`src/rtl/dmem_bridge_if.sv`:
```
// Single-port data bus between the MEM-stage bridge (master) and the memory system (slave).
// Request/grant for the address phase; response-valid for the data and error phase.
interface dmem_bridge_if #(
  parameter int AW = 32
) ();
  logic          bus_req;
  logic          bus_we;
  logic [AW-1:0] bus_addr;
  logic [31:0]   bus_wdata;
  logic [3:0]    bus_be;
  logic          bus_gnt;
  logic          bus_rvalid;
  logic [31:0]   bus_rdata;
  logic          bus_err;

  modport master (
    output bus_req, bus_we, bus_addr, bus_wdata, bus_be,
    input  bus_gnt, bus_rvalid, bus_rdata, bus_err
  );

  modport slave (
    input  bus_req, bus_we, bus_addr, bus_wdata, bus_be,
    output bus_gnt, bus_rvalid, bus_rdata, bus_err
  );
endinterface

```
`src/rtl/dmem_bridge.sv`:
```
// MEM-stage data-memory bridge: turns one pipeline load/store into one bus transaction,
// holds the pipeline until it completes, and presents the load word and fault status.
module dmem_bridge #(
  parameter int AW      = 32,
  parameter int TIMEOUT = 255
) (
  input  logic        clk,
  input  logic        reset,
  input  logic        mem_valid_m,
  input  logic        MemWriteM,
  input  logic [31:0] ALUResultM,
  input  logic [31:0] WriteDataM,
  input  logic [3:0]  byteEnable,
  input  logic        pipe_adv,
  output logic [31:0] RD_data,
  output logic        mem_stall,
  output logic        fault,
  dmem_bridge_if.master bus
);

  typedef enum logic [1:0] {IDLE, REQ, WAIT, DONE} state_t;

  localparam logic [15:0] TMO = 16'(TIMEOUT);

  state_t        r_state;
  logic [15:0]   r_cnt;
  logic          r_bus_req;
  logic          r_bus_we;
  logic [AW-1:0] r_bus_addr;
  logic [31:0]   r_bus_wdata;
  logic [3:0]    r_bus_be;
  logic [31:0]   r_rd_data;
  logic          r_fault;

  logic          w_skip;
  logic [15:0]   w_cnt_inc;
  logic          w_tmo;
  logic [AW-1:0] w_addr;

  assign w_skip    = MemWriteM & (byteEnable == 4'b0000);
  assign w_cnt_inc = r_cnt + 16'd1;
  assign w_tmo     = (w_cnt_inc == TMO);
  // Word-align first, then the size cast zero-extends or truncates to the bus width.
  assign w_addr    = AW'(ALUResultM & 32'hFFFF_FFFC);

  assign mem_stall = ((r_state == IDLE) & mem_valid_m & ~w_skip) |
                     (r_state == REQ) | (r_state == WAIT);

  always_ff @(posedge clk or negedge reset) begin
    if (!reset) begin
      r_state     <= IDLE;
      r_cnt       <= '0;
      r_bus_req   <= 1'b0;
      r_bus_we    <= 1'b0;
      r_bus_addr  <= '0;
      r_bus_wdata <= '0;
      r_bus_be    <= '0;
      r_rd_data   <= '0;
      r_fault     <= 1'b0;
    end else begin
      case (r_state)
        IDLE: begin
          if (mem_valid_m && !w_skip) begin
            r_bus_req   <= 1'b1;
            r_bus_we    <= MemWriteM;
            r_bus_addr  <= w_addr;
            r_bus_wdata <= WriteDataM;
            r_bus_be    <= MemWriteM ? byteEnable : 4'b1111;
            r_cnt       <= '0;
            r_state     <= REQ;
          end
        end
        REQ: begin
          // A grant arriving on the last allowed cycle still wins over the timeout.
          if (bus.bus_gnt) begin
            r_bus_req <= 1'b0;
            r_cnt     <= '0;
            r_state   <= WAIT;
          end else if (w_tmo) begin
            r_bus_req <= 1'b0;
            r_fault   <= 1'b1;
            r_state   <= DONE;
          end else begin
            r_cnt <= w_cnt_inc;
          end
        end
        WAIT: begin
          if (bus.bus_rvalid) begin
            if (!r_bus_we) r_rd_data <= bus.bus_rdata;
            r_fault <= bus.bus_err;
            r_state <= DONE;
          end else if (w_tmo) begin
            r_fault <= 1'b1;
            r_state <= DONE;
          end else begin
            r_cnt <= w_cnt_inc;
          end
        end
        DONE: begin
          // Waiting here while the pipeline is frozen keeps the access from re-issuing.
          if (pipe_adv) begin
            r_fault <= 1'b0;
            r_state <= IDLE;
          end
        end
        default: r_state <= IDLE;
      endcase
    end
  end

  assign bus.bus_req   = r_bus_req;
  assign bus.bus_we    = r_bus_we;
  assign bus.bus_addr  = r_bus_addr;
  assign bus.bus_wdata = r_bus_wdata;
  assign bus.bus_be    = r_bus_be;
  assign RD_data       = r_rd_data;
  assign fault         = r_fault;

endmodule

```
`src/flat_wrapper.sv`:
```
// flat-port wrapper written by rule: the top's interface ports become plain ports
module dmem_bridge_flat 
#(
  parameter int AW      = 32,
  parameter int TIMEOUT = 255
)
  (clk, reset, mem_valid_m, MemWriteM, ALUResultM, WriteDataM, byteEnable, pipe_adv, RD_data, mem_stall, fault, bus_bus_req, bus_bus_we, bus_bus_addr, bus_bus_wdata, bus_bus_be, bus_bus_gnt, bus_bus_rvalid, bus_bus_rdata, bus_bus_err);
  dmem_bridge_if #(.AW(AW)) bus_i ();
  input  logic clk;
  input  logic reset;
  input  logic mem_valid_m;
  input  logic MemWriteM;
  input  logic [31:0] ALUResultM;
  input  logic [31:0] WriteDataM;
  input  logic [3:0] byteEnable;
  input  logic pipe_adv;
  output logic [31:0] RD_data;
  output logic mem_stall;
  output logic fault;
  output wire logic [$bits(bus_i.bus_req)-1:0] bus_bus_req;
  output wire logic [$bits(bus_i.bus_we)-1:0] bus_bus_we;
  output wire logic [$bits(bus_i.bus_addr)-1:0] bus_bus_addr;
  output wire logic [$bits(bus_i.bus_wdata)-1:0] bus_bus_wdata;
  output wire logic [$bits(bus_i.bus_be)-1:0] bus_bus_be;
  input wire logic [$bits(bus_i.bus_gnt)-1:0] bus_bus_gnt;
  input wire logic [$bits(bus_i.bus_rvalid)-1:0] bus_bus_rvalid;
  input wire logic [$bits(bus_i.bus_rdata)-1:0] bus_bus_rdata;
  input wire logic [$bits(bus_i.bus_err)-1:0] bus_bus_err;
  assign bus_bus_req = bus_i.bus_req;
  assign bus_bus_we = bus_i.bus_we;
  assign bus_bus_addr = bus_i.bus_addr;
  assign bus_bus_wdata = bus_i.bus_wdata;
  assign bus_bus_be = bus_i.bus_be;
  assign bus_i.bus_gnt = bus_bus_gnt;
  assign bus_i.bus_rvalid = bus_bus_rvalid;
  assign bus_i.bus_rdata = bus_bus_rdata;
  assign bus_i.bus_err = bus_bus_err;
  dmem_bridge #(.AW(AW), .TIMEOUT(TIMEOUT)) u_core (.clk(clk), .reset(reset), .mem_valid_m(mem_valid_m), .MemWriteM(MemWriteM), .ALUResultM(ALUResultM), .WriteDataM(WriteDataM), .byteEnable(byteEnable), .pipe_adv(pipe_adv), .RD_data(RD_data), .mem_stall(mem_stall), .fault(fault), .bus(bus_i));
endmodule
```
`config.mk`:
```
export PLATFORM = sky130hd
export DESIGN_NAME = dmem_bridge_flat
export DESIGN_NICKNAME = d
export VERILOG_FILES = /design/src/rtl/dmem_bridge_if.sv /design/src/rtl/dmem_bridge.sv /design/src/flat_wrapper.sv
export SDC_FILE = /design/constraint.sdc
export NUM_CORES = 1
export LEC_CHECK = 0
export CORE_UTILIZATION = 44
export CTS_CLUSTER_SIZE = 10
export DETAILED_ROUTE_END_ITERATION = 6
export HOLD_SLACK_MARGIN = 0.15
export PLACE_DENSITY = 0.9
export SLEW_MARGIN = 20
export SYNTH_ARGS = -nofsm -noshare
export SYNTH_HDL_FRONTEND = slang
export SYNTH_SLANG_ARGS = --single-unit
```
`constraint.sdc`:
```
create_clock -name clk -period 2.75 [get_ports clk]
set_clock_uncertainty 0.2 [all_clocks]
set_input_delay 0.55 -clock clk [delete_from_list [all_inputs] [get_ports clk]]
set_output_delay 0.55 -clock clk [all_outputs]
set_load 0.02 [all_outputs]
```
Word level (Yosys, flattened, before mapping)
Cells that the tools add are included.

Add/subtract/negate cells: 1. Multiplexer cells: 21. Reduce and logical (&&, ||, !) cells: 13. Bitwise gates (word level): 7. Equality and inequality tests: 9.

Operator list (count): 16-bit two-way mux (4); 16-bit case mux with 3 select lines (1); 16-bit by 1-bit adder with 16-bit output, second input constant (1); 16-bit by 8-bit equality test with 1-bit output, second input constant (1); 3-bit AND reduction (4); 2-bit two-way mux (5); 2-bit != test, second input constant (4); 2-bit case mux with 4 select lines (1); 1-bit two-way mux (7); 3-bit nonzero test (2); 2-bit equality test, second input constant (2); 4-bit zero test (1); 4-bit two-way mux (1); 2-bit AND reduction (2); 1-bit AND (3); 3-bit by 2-bit != test with 1-bit output, second input constant (1); 1-bit case mux with 3 select lines (1); 2-bit by 1-bit equality test with 1-bit output, second input constant (1); 2-bit zero test (1); 1-bit inverter (2); 1-bit OR (2); 1-bit case mux with 2 select lines (1); 2-bit nonzero test (1); 1-bit logical AND (1); 1-bit zero test (1).

Output and inout port bits: 104. Logic and storage cells: 60. Register bits after elaboration: 119. Bits of input ports: 108.

Longest topological paths before layout
Gate-level depths: netlist (run 1).

Word-level depth: 6. Depth in mapped cells: 9. Mapped depth without buffers: 8.

Worst setup path before layout (run 1)
OpenSTA, ideal clock, no wires.

Kind: input to output. Start point: input port byteEnable[2]. End point: output port mem_stall. Arrival: 1579 ps. Slack: 421 ps. Stages: 5. Data required time: 2000 ps. Buffers on the path: 1. Path through: nand2b_1 o41a_1 nand2_1 buf_2 nand2_1.

Word-level cells in the longest chain between the ends: 6.

RTL lines: from (decl) (line flat_wrapper.sv:15) `input logic [3:0] byteEnable;`; 4-bit zero test (line dmem_bridge.sv:40) `assign w_skip = MemWriteM & (byteEnable == 4'b0000);`; 1-bit AND (line dmem_bridge.sv:40); 1-bit inverter (line dmem_bridge.sv:46) `assign mem_stall = ((r_state == IDLE) & mem_valid_m & ~w_skip) |`; 1-bit AND (line dmem_bridge.sv:46); 1-bit OR (line dmem_bridge.sv:46); 1-bit OR (line dmem_bridge.sv:47) `(r_state == REQ) | (r_state == WAIT);`; to (decl) (line flat_wrapper.sv:18) `output logic mem_stall;`.

No other way between the ends.

Worst setup path after layout (run 1)
Start point: input port MemWriteM. End point: output port mem_stall.

Word-level cells in the longest chain between the ends: 5.

RTL lines: from (decl) (line flat_wrapper.sv:12) `input logic MemWriteM;`; 1-bit AND (line dmem_bridge.sv:40); 1-bit inverter (line dmem_bridge.sv:46); 1-bit AND (line dmem_bridge.sv:46); 1-bit OR (line dmem_bridge.sv:46); 1-bit OR (line dmem_bridge.sv:47).

No other way between the ends.

==> run summary, run 1 <==
Post-Syn Area per Cell -> 12.8 um^2
final hold slack -> 0.285 ns
Site Rows -> 39
peak supply drop -> 0.831 mV
LEAKAGE -> 3.45 nW
FILL cells -> 782
RSZ-0062 raised after global routing -> no
GP Congestion -> 0.924
Mapped Area -> 5310 um^2
fin nets -> 753
Hold Path End -> u_core.bus.bus_be[3]$_DFFE_PN0P_
post-route ant nets -> 0
Max Fclk -> 0.383 GHz
Pwr Total -> 9.47 mW
Setup Buffers After CTS -> 0
Hold WC Path Type -> flip-flop to flip-flop
CTS tree -> done
clk slew on worst S/H paths -> 0.05 ns
top cell type by total area after synthesis -> dfrtp_1
GR Overflow Total -> 0
Slew Limit Fails -> 0
count of state elements after synthesis -> 119
slowest stage delay, CP -> 0.48 ns
width of the die -> 112 um
H-tree Lvls -> 4
first-pass GRT wire length -> 23100 um
dpl ws -> -0.233 ns
root buf cell -> clkbuf_16
Reg-to-Reg End -> u_core.RD_data[22]$_DFFE_PN0P_
Vias/cell -> 5.26
count of maximum capacitance violations -> 0
Yosys warnings -> 0
Worst Path Required -> 2.00 ns
Clock Sinks -> 119
layout cells sized above 1 -> 23.2%
final period utilization -> 94.9%
vias -> 4174
maximum root-to-sink buffer count -> 2
Final Hold Vio Count -> 0
HP Start -> u_core.bus.bus_be[3]$_DFFE_PN0P_
Yosys cell types -> 56
synth top area cells -> dfrtp_1, mux2_2, mux2_1
Clock Latency Late Sink -> 0.41 ns
CP arrival -> 1.86 ns
Reg2Reg Depth -> 5
Top Ports -> 212
failing checks -> design-rule violations
worst slew pin tran -> 0.749 ns
post-layout worst setup margin -> 0.139 ns
WP buf/inv -> 2
Setup Viol. Count Final -> 0
pwr/cell area -> 1160 nW/um^2
most frequent cells in the layout -> clkdlybuf4s50_1, dfrtp_1, mux2_2
Num CTS Buffers -> 17
Post-Route Utilization -> 70.3%
initial antenna violation count -> 0
top_reg_cell synth -> dfrtp_1
post-route DRC violation count -> 8
pin count of the biggest net entering global routing -> 71
Area growth syn-to-layout -> 53.6%
WL per Instance -> 18.0 um
Core ar. -> 11600 um^2
hpwl dp -> 10200 um
most common cell after layout, fill and taps aside -> clkdlybuf4s50_1
post-synthesis sequential area ratio -> 56.0%
EDFF count, synth -> 0
1st-iter DRT viols -> 181
crit path max fanout -> 2
Post-Syn Instances -> 414
Total Wirelength -> 14300 um
family with the most delay on the worst path -> buffers and inverters
Initial Util -> 45.8%
number of global-route vias before repair -> 4610
WHS Path Cells -> 2
Setup crit start kind -> primary input
antenna cells -> 0
fin crit period -> 2.61 ns
relative slew slack -> 50.1%
asr flop ratio synth -> 100%
CP cell instances -> clkdlybuf4s50_1, nand2b_1, o41a_1, nand2_2, nand2_1, clkbuf_2
Crit. End Element -> primary output
reg2reg start -> u_core.r_state[0]$_DFFE_PN0P_
top cell type's share of synthesized area -> 56.0%
CP Class -> primary input to primary output
outcome -> finished, violations left
gr usage total -> 24.0%
Detailed Routing Iterations Pass 1 -> 6
die area -> 12500 um^2
port bufs -> 207
die height -> 112 um
r2r setup slk -> 0.30 ns
CP max-delay cell -> clkdlybuf4s50_1
==> kinds of logic after synthesis <==
| logic type | Yosys count | synth area share, % |
|---|---|---|
| fa+ha+maj | 8 | 1.88 |
| flops | 119 | 56.0 |
| xor+xnor | 7 | 1.15 |
| other cells | 1 | 0.0706 |
| compound gates | 56 | 6.83 |
| mux | 99 | 20.9 |
| simple gates | 92 | 10.0 |
| buf+inv | 32 | 3.08 |
==> worst min-delay path, stage by stage, from the launching register on <==
cell     delay [ns]
dfrtp_1        0.34
nand2_1        0.05
o21ai_0        0.06
==> layer usage <==
| metal | GRT usage [%] | vias up | wire length [um] |
|---|---|---|---|
| met2 | 42.0 | 200 | 7330 |
| met4 | 12.3 | 0 | 431 |
| met5 | 0 | - | 0 |
| met3 | 9.15 | 34 | 1290 |
| li1 | - | 1910 | - |
| met1 | 24.9 | 2030 | 5200 |
==> timing repair <==
| item | 4_1_cts | 5_1_grt |
|---|---|---|
| hold endpoints to repair | 30 | 0 |
| pin swaps | 0 | 0 |
| endpoints found under the setup margin | 1 | 1 |
| hold buffers | 1 | 0 |
| gates resized for setup | 2 | 1 |
==> metrics by stage <==
step | instance area [um^2] | std cells | setup TNS [ns]
5_1_grt | 8160 | 793 | 0
3_3_place_gp | 7590 | 760 | -0.217
2_1_floorplan | 5320 | 415 | 0
4_1_cts | 8170 | 793 | 0
3_5_place_dp | 7590 | 760 | -1.80
6_report | 8160 | 793 | 0
==> registers in the layout (all words and copies together), names as in the netlist <==
register,cells
u_core.RD_data,32
u_core.bus.bus_addr,30
u_core.bus.bus_be,4
u_core.bus.bus_req,1
u_core.bus.bus_wdata,32
u_core.bus.bus_we,1
u_core.fault,1
u_core.r_cnt,16
u_core.r_state,2
==> worst max path at each step <==
stage,start,to,cells after the start
3_5_place_dp,MemWriteM,mem_stall,6
4_1_cts,MemWriteM,mem_stall,6
3_3_place_gp,MemWriteM,mem_stall,6
2_1_floorplan,byteEnable[2],mem_stall,5
5_1_grt,MemWriteM,mem_stall,6
6_report,MemWriteM,mem_stall,6
==> layout make-up <==
| class | instances | area [um^2] | area share, % |
|---|---|---|---|
| clock inverters | 10 | 103 | 1.26 |
| flip-flops and latches | 119 | 2980 | 36.5 |
| clock buffers | 22 | 464 | 5.69 |
| repair buffers | 224 | 2220 | 27.2 |
| well taps | 143 | 179 | 2.19 |
| multi-input cells | 264 | 2180 | 26.7 |
| inverters | 11 | 41.3 | 0.506 |
==> cell usage after synthesis (2+ instances only) <==
cell,number
a211oi_1,4
a21oi_1,17
and3_1,2
and3_4,2
buf_2,14
buf_4,3
buf_6,2
clkbuf_1,2
dfrtp_1,119
ha_1,8
inv_1,11
mux2_1,9
mux2_2,88
mux2i_1,2
nand2_1,22
nand2b_1,3
nand3_1,4
nand3_2,2
nor2_1,25
nor2b_1,4
nor3_1,7
o211ai_1,2
o21ai_0,9
o21ai_1,5
o31ai_1,4
o32ai_1,3
o41ai_1,3
or3_1,5
xnor2_1,4
xor2_1,3
==> where the power goes <==
| group | internal, mW | total (mW) | switching (mW) |
|---|---|---|---|
| registers | 2.50 | 2.92 | 0.419 |
| clock network | 1.37 | 2.12 | 0.757 |
| logic | 2.28 | 4.43 | 2.14 |
(Power assumes the default switching activity.)
==> run 2: changes to the inputs <==
--- a/config.mk
+++ b/config.mk
@@ -9,7 +9,7 @@
 export CTS_CLUSTER_SIZE = 10
 export DETAILED_ROUTE_END_ITERATION = 6
 export HOLD_SLACK_MARGIN = 0.15
-export PLACE_DENSITY = 0.9
+export PLACE_DENSITY_LB_ADDON = 0.12
 export SLEW_MARGIN = 20
 export SYNTH_ARGS = -nofsm -noshare
 export SYNTH_HDL_FRONTEND = slang
==> run 2 against run 1 <==
Effect of this change: the run still ends with design-rule violations left; global-route usage down 0.55 points; fmax down 2.7%; flip-flop and latch count unchanged; sequential power about the same; critical endpoint unchanged; power down 2.5%; highest routed layer unchanged.
==> run summary, run 2 (same netlist as run 1, synthesis figures left out) <==
post-route DRC violation count -> 7 (-1)
die height -> 112 um (unchanged)
max layer used -> met4
Num CTS Buffers -> 17 (unchanged)
Hold WC Path Type -> flip-flop to flip-flop
Setup crit start kind -> primary input
family with the most delay on the worst path -> buffers and inverters
maximum root-to-sink buffer count -> 2 (unchanged)
routed wl met2 -> 6790 um (-7.5%)
failing checks -> design-rule violations
post-route ant nets -> 0 (unchanged)
Setup Viol. Count Final -> 0 (unchanged)
P_sw -> 3.22 mW (-2.8%)
Cells after DPL -> 761 (+0.13%)
Metal-1 WL -> 5330 um (+2.5%)
die area -> 12500 um^2 (unchanged)
met3 routed WL -> 1480 um (+14%)
pwr/cell area -> 1140 nW/um^2 (-1.9%)
root buf cell -> clkbuf_16
Crit. End Element -> primary output
Int Pwr -> 6.01 mW (-2.3%)
Core ar. -> 11600 um^2 (unchanged)
gr usage total -> 23.4% (-0.55 points)
clk slew on worst S/H paths -> 0.05 ns (about the same)
Total Wirelength -> 13800 um (-2.9%)
sw frac -> 34.9% (-0.11 points)
crit path max fanout -> 2 (unchanged)
Area growth syn-to-layout -> 52.7%
WL per Instance -> 17.5 um (-2.7%)
H-tree Lvls -> 4 (unchanged)
CP Class -> primary input to primary output
clock share of power -> 21.5% (-0.9 points)
most frequent cells in the layout -> clkdlybuf4s50_1, dfrtp_1, mux2_2
slowest stage delay, CP -> 0.49 ns (about the same)
vias -> 4137 (-0.89%)
peak supply drop -> 0.674 mV (-19%)
port bufs -> 207 (unchanged)
pin count of the biggest net entering global routing -> 54 (-24%)
RSZ-0062 raised after global routing -> no
GR Overflow Total -> 0 (unchanged)
Top Ports -> 212 (unchanged)
Worst Path Required -> 2.00 ns (about the same)
initial antenna violation count -> 0 (unchanged)
Detailed Routing Iterations Pass 1 -> 7 (+1)
Clock Sinks -> 119 (unchanged)
CP cell instances -> clkdlybuf4s50_1, nand2b_1, o41a_1, nand2_2, nand2_1, dlygate4sd2_1
Max Fclk -> 0.373 GHz (-2.7%)
non-filler cells, final -> 791 (-0.25%)
Clock Latency Late Sink -> 0.41 ns (about the same)
most common cell after layout, fill and taps aside -> clkdlybuf4s50_1
relative slew slack -> 49.0% (-1.1 points)
dpl cell area -> 7590 um^2 (about the same)
Site Rows -> 39 (unchanged)
fin crit period -> 2.68 ns (+0.0735 ns)
fin nets -> 754 (+0.13%)
1st-iter DRT viols -> 180 (-0.55%)
Initial Util -> 45.8% (unchanged)
setup TNS -> 0 ns (unchanged)
worst slew pin tran -> 0.765 ns (+0.0167 ns)
CTS tree -> done
width of the die -> 112 um (unchanged)
Final Hold Vio Count -> 0 (unchanged)
FILL cells -> 887 (+13%)
CP arrival -> 1.93 ns (+0.07 ns)
layout cells sized above 1 -> 22.5% (-0.70 points)
Slew Limit Fails -> 0 (unchanged)
WP buf/inv -> 2 (unchanged)
count of maximum capacitance violations -> 0 (unchanged)
share of power burned in registers -> 31.6% (+0.8 points)
Vias/cell -> 5.23 (-0.64%)
combinational share of power -> 46.9% (about the same)
number of global-route vias before repair -> 4509 (-2.2%)
CP max-delay cell -> clkdlybuf4s50_1
outcome -> finished, violations left
LEAKAGE -> 3.42 nW (-0.69%)
Post-Layout Inst Area -> 8120 um^2 (-0.57%)
GP Congestion -> 0.878 (-5.0%)
first-pass GRT wire length -> 22400 um (-2.9%)
antenna cells -> 0 (unchanged)
hpwl dp -> 10200 um (+0.37%)
final period utilization -> 97.6% (+2.7 points)
## run 2: path summary, 6_finish.rpt
path | endpoint | cells after the start | startpoint | slack, ns
max in group asynchronous | u_core.bus.bus_addr[26]$_DFFE_PN0P_ | 3 | reset | 1.07
max | mem_stall | 6 | MemWriteM | 0.07
min reg2reg | u_core.RD_data[25]$_DFFE_PN0P_ | 1 | u_core.RD_data[25]$_DFFE_PN0P_ | 0.29
min | u_core.RD_data[25]$_DFFE_PN0P_ | 1 | u_core.RD_data[25]$_DFFE_PN0P_ | 0.29
max reg2reg | u_core.r_cnt[2]$_DFFE_PN0P_ | 7 | u_core.r_cnt[0]$_DFFE_PN0P_ | 0.13
min in group asynchronous | u_core.bus.bus_be[2]$_DFFE_PN0P_ | 2 | reset | 0.44
## run 2: layer usage
layer	vias to the layer above	global-route usage [%]
met5	-	0
met4	0	10.2
met3	19	10.3
met2	166	39.1
met1	2038	25.9
li1	1914	-
## run 2: what timing repair did
item,CTS,global route
hold buffers,1,0
hold endpoints to repair,29,0
gates resized for setup,1,0
setup endpoints to repair,1,0
buffers inserted,0,0
## run 2: per-stage QoR
| step | worst slack [ns] | hold slack (ns) | util (%) | power [mW] |
|---|---|---|---|---|
| floorplan | 0.421 | 0.0544 | - | 5.15 |
| global placement | -0.144 | 0.268 | 65.3 | 7.16 |
| detailed placement | -0.147 | 0.278 | 65.3 | 7.28 |
| CTS | 0.0595 | 0.288 | 69.9 | 9.31 |
| global route | 0.00906 | 0.313 | 69.9 | 9.70 |
| finish | 0.0659 | 0.288 | 69.9 | 9.23 |
## run 2: worst reg2reg max path, delay by kind of cell (launching register included)
family          cells  cell delay, ns
simple gates        3            0.84
flops               1            0.51
compound gates      3            0.55
fa+ha+maj           1            0.39
## run 2: area by class of cell
type                    count  area [um^2]  share of cell area (%)
inverters                  11         41.3                   0.509
clock inverters             5         50.0                   0.617
well taps                 143          179                    2.20
flip-flops and latches    119         2980                    36.7
multi-input cells         264         2180                    26.8
clock buffers              24          472                    5.81
repair buffers            225         2220                    27.3
## run 2: power by group through the flow
stage	Sequential, mW	Combinational, mW	Clock (mW)
5_1_grt	3.01	4.60	2.09
4_1_cts	2.92	4.38	2.02
3_3_place_gp	2.88	4.29	0
2_1_floorplan	3.76	1.40	0
3_5_place_dp	2.93	4.35	0
6_report	2.92	4.33	1.98
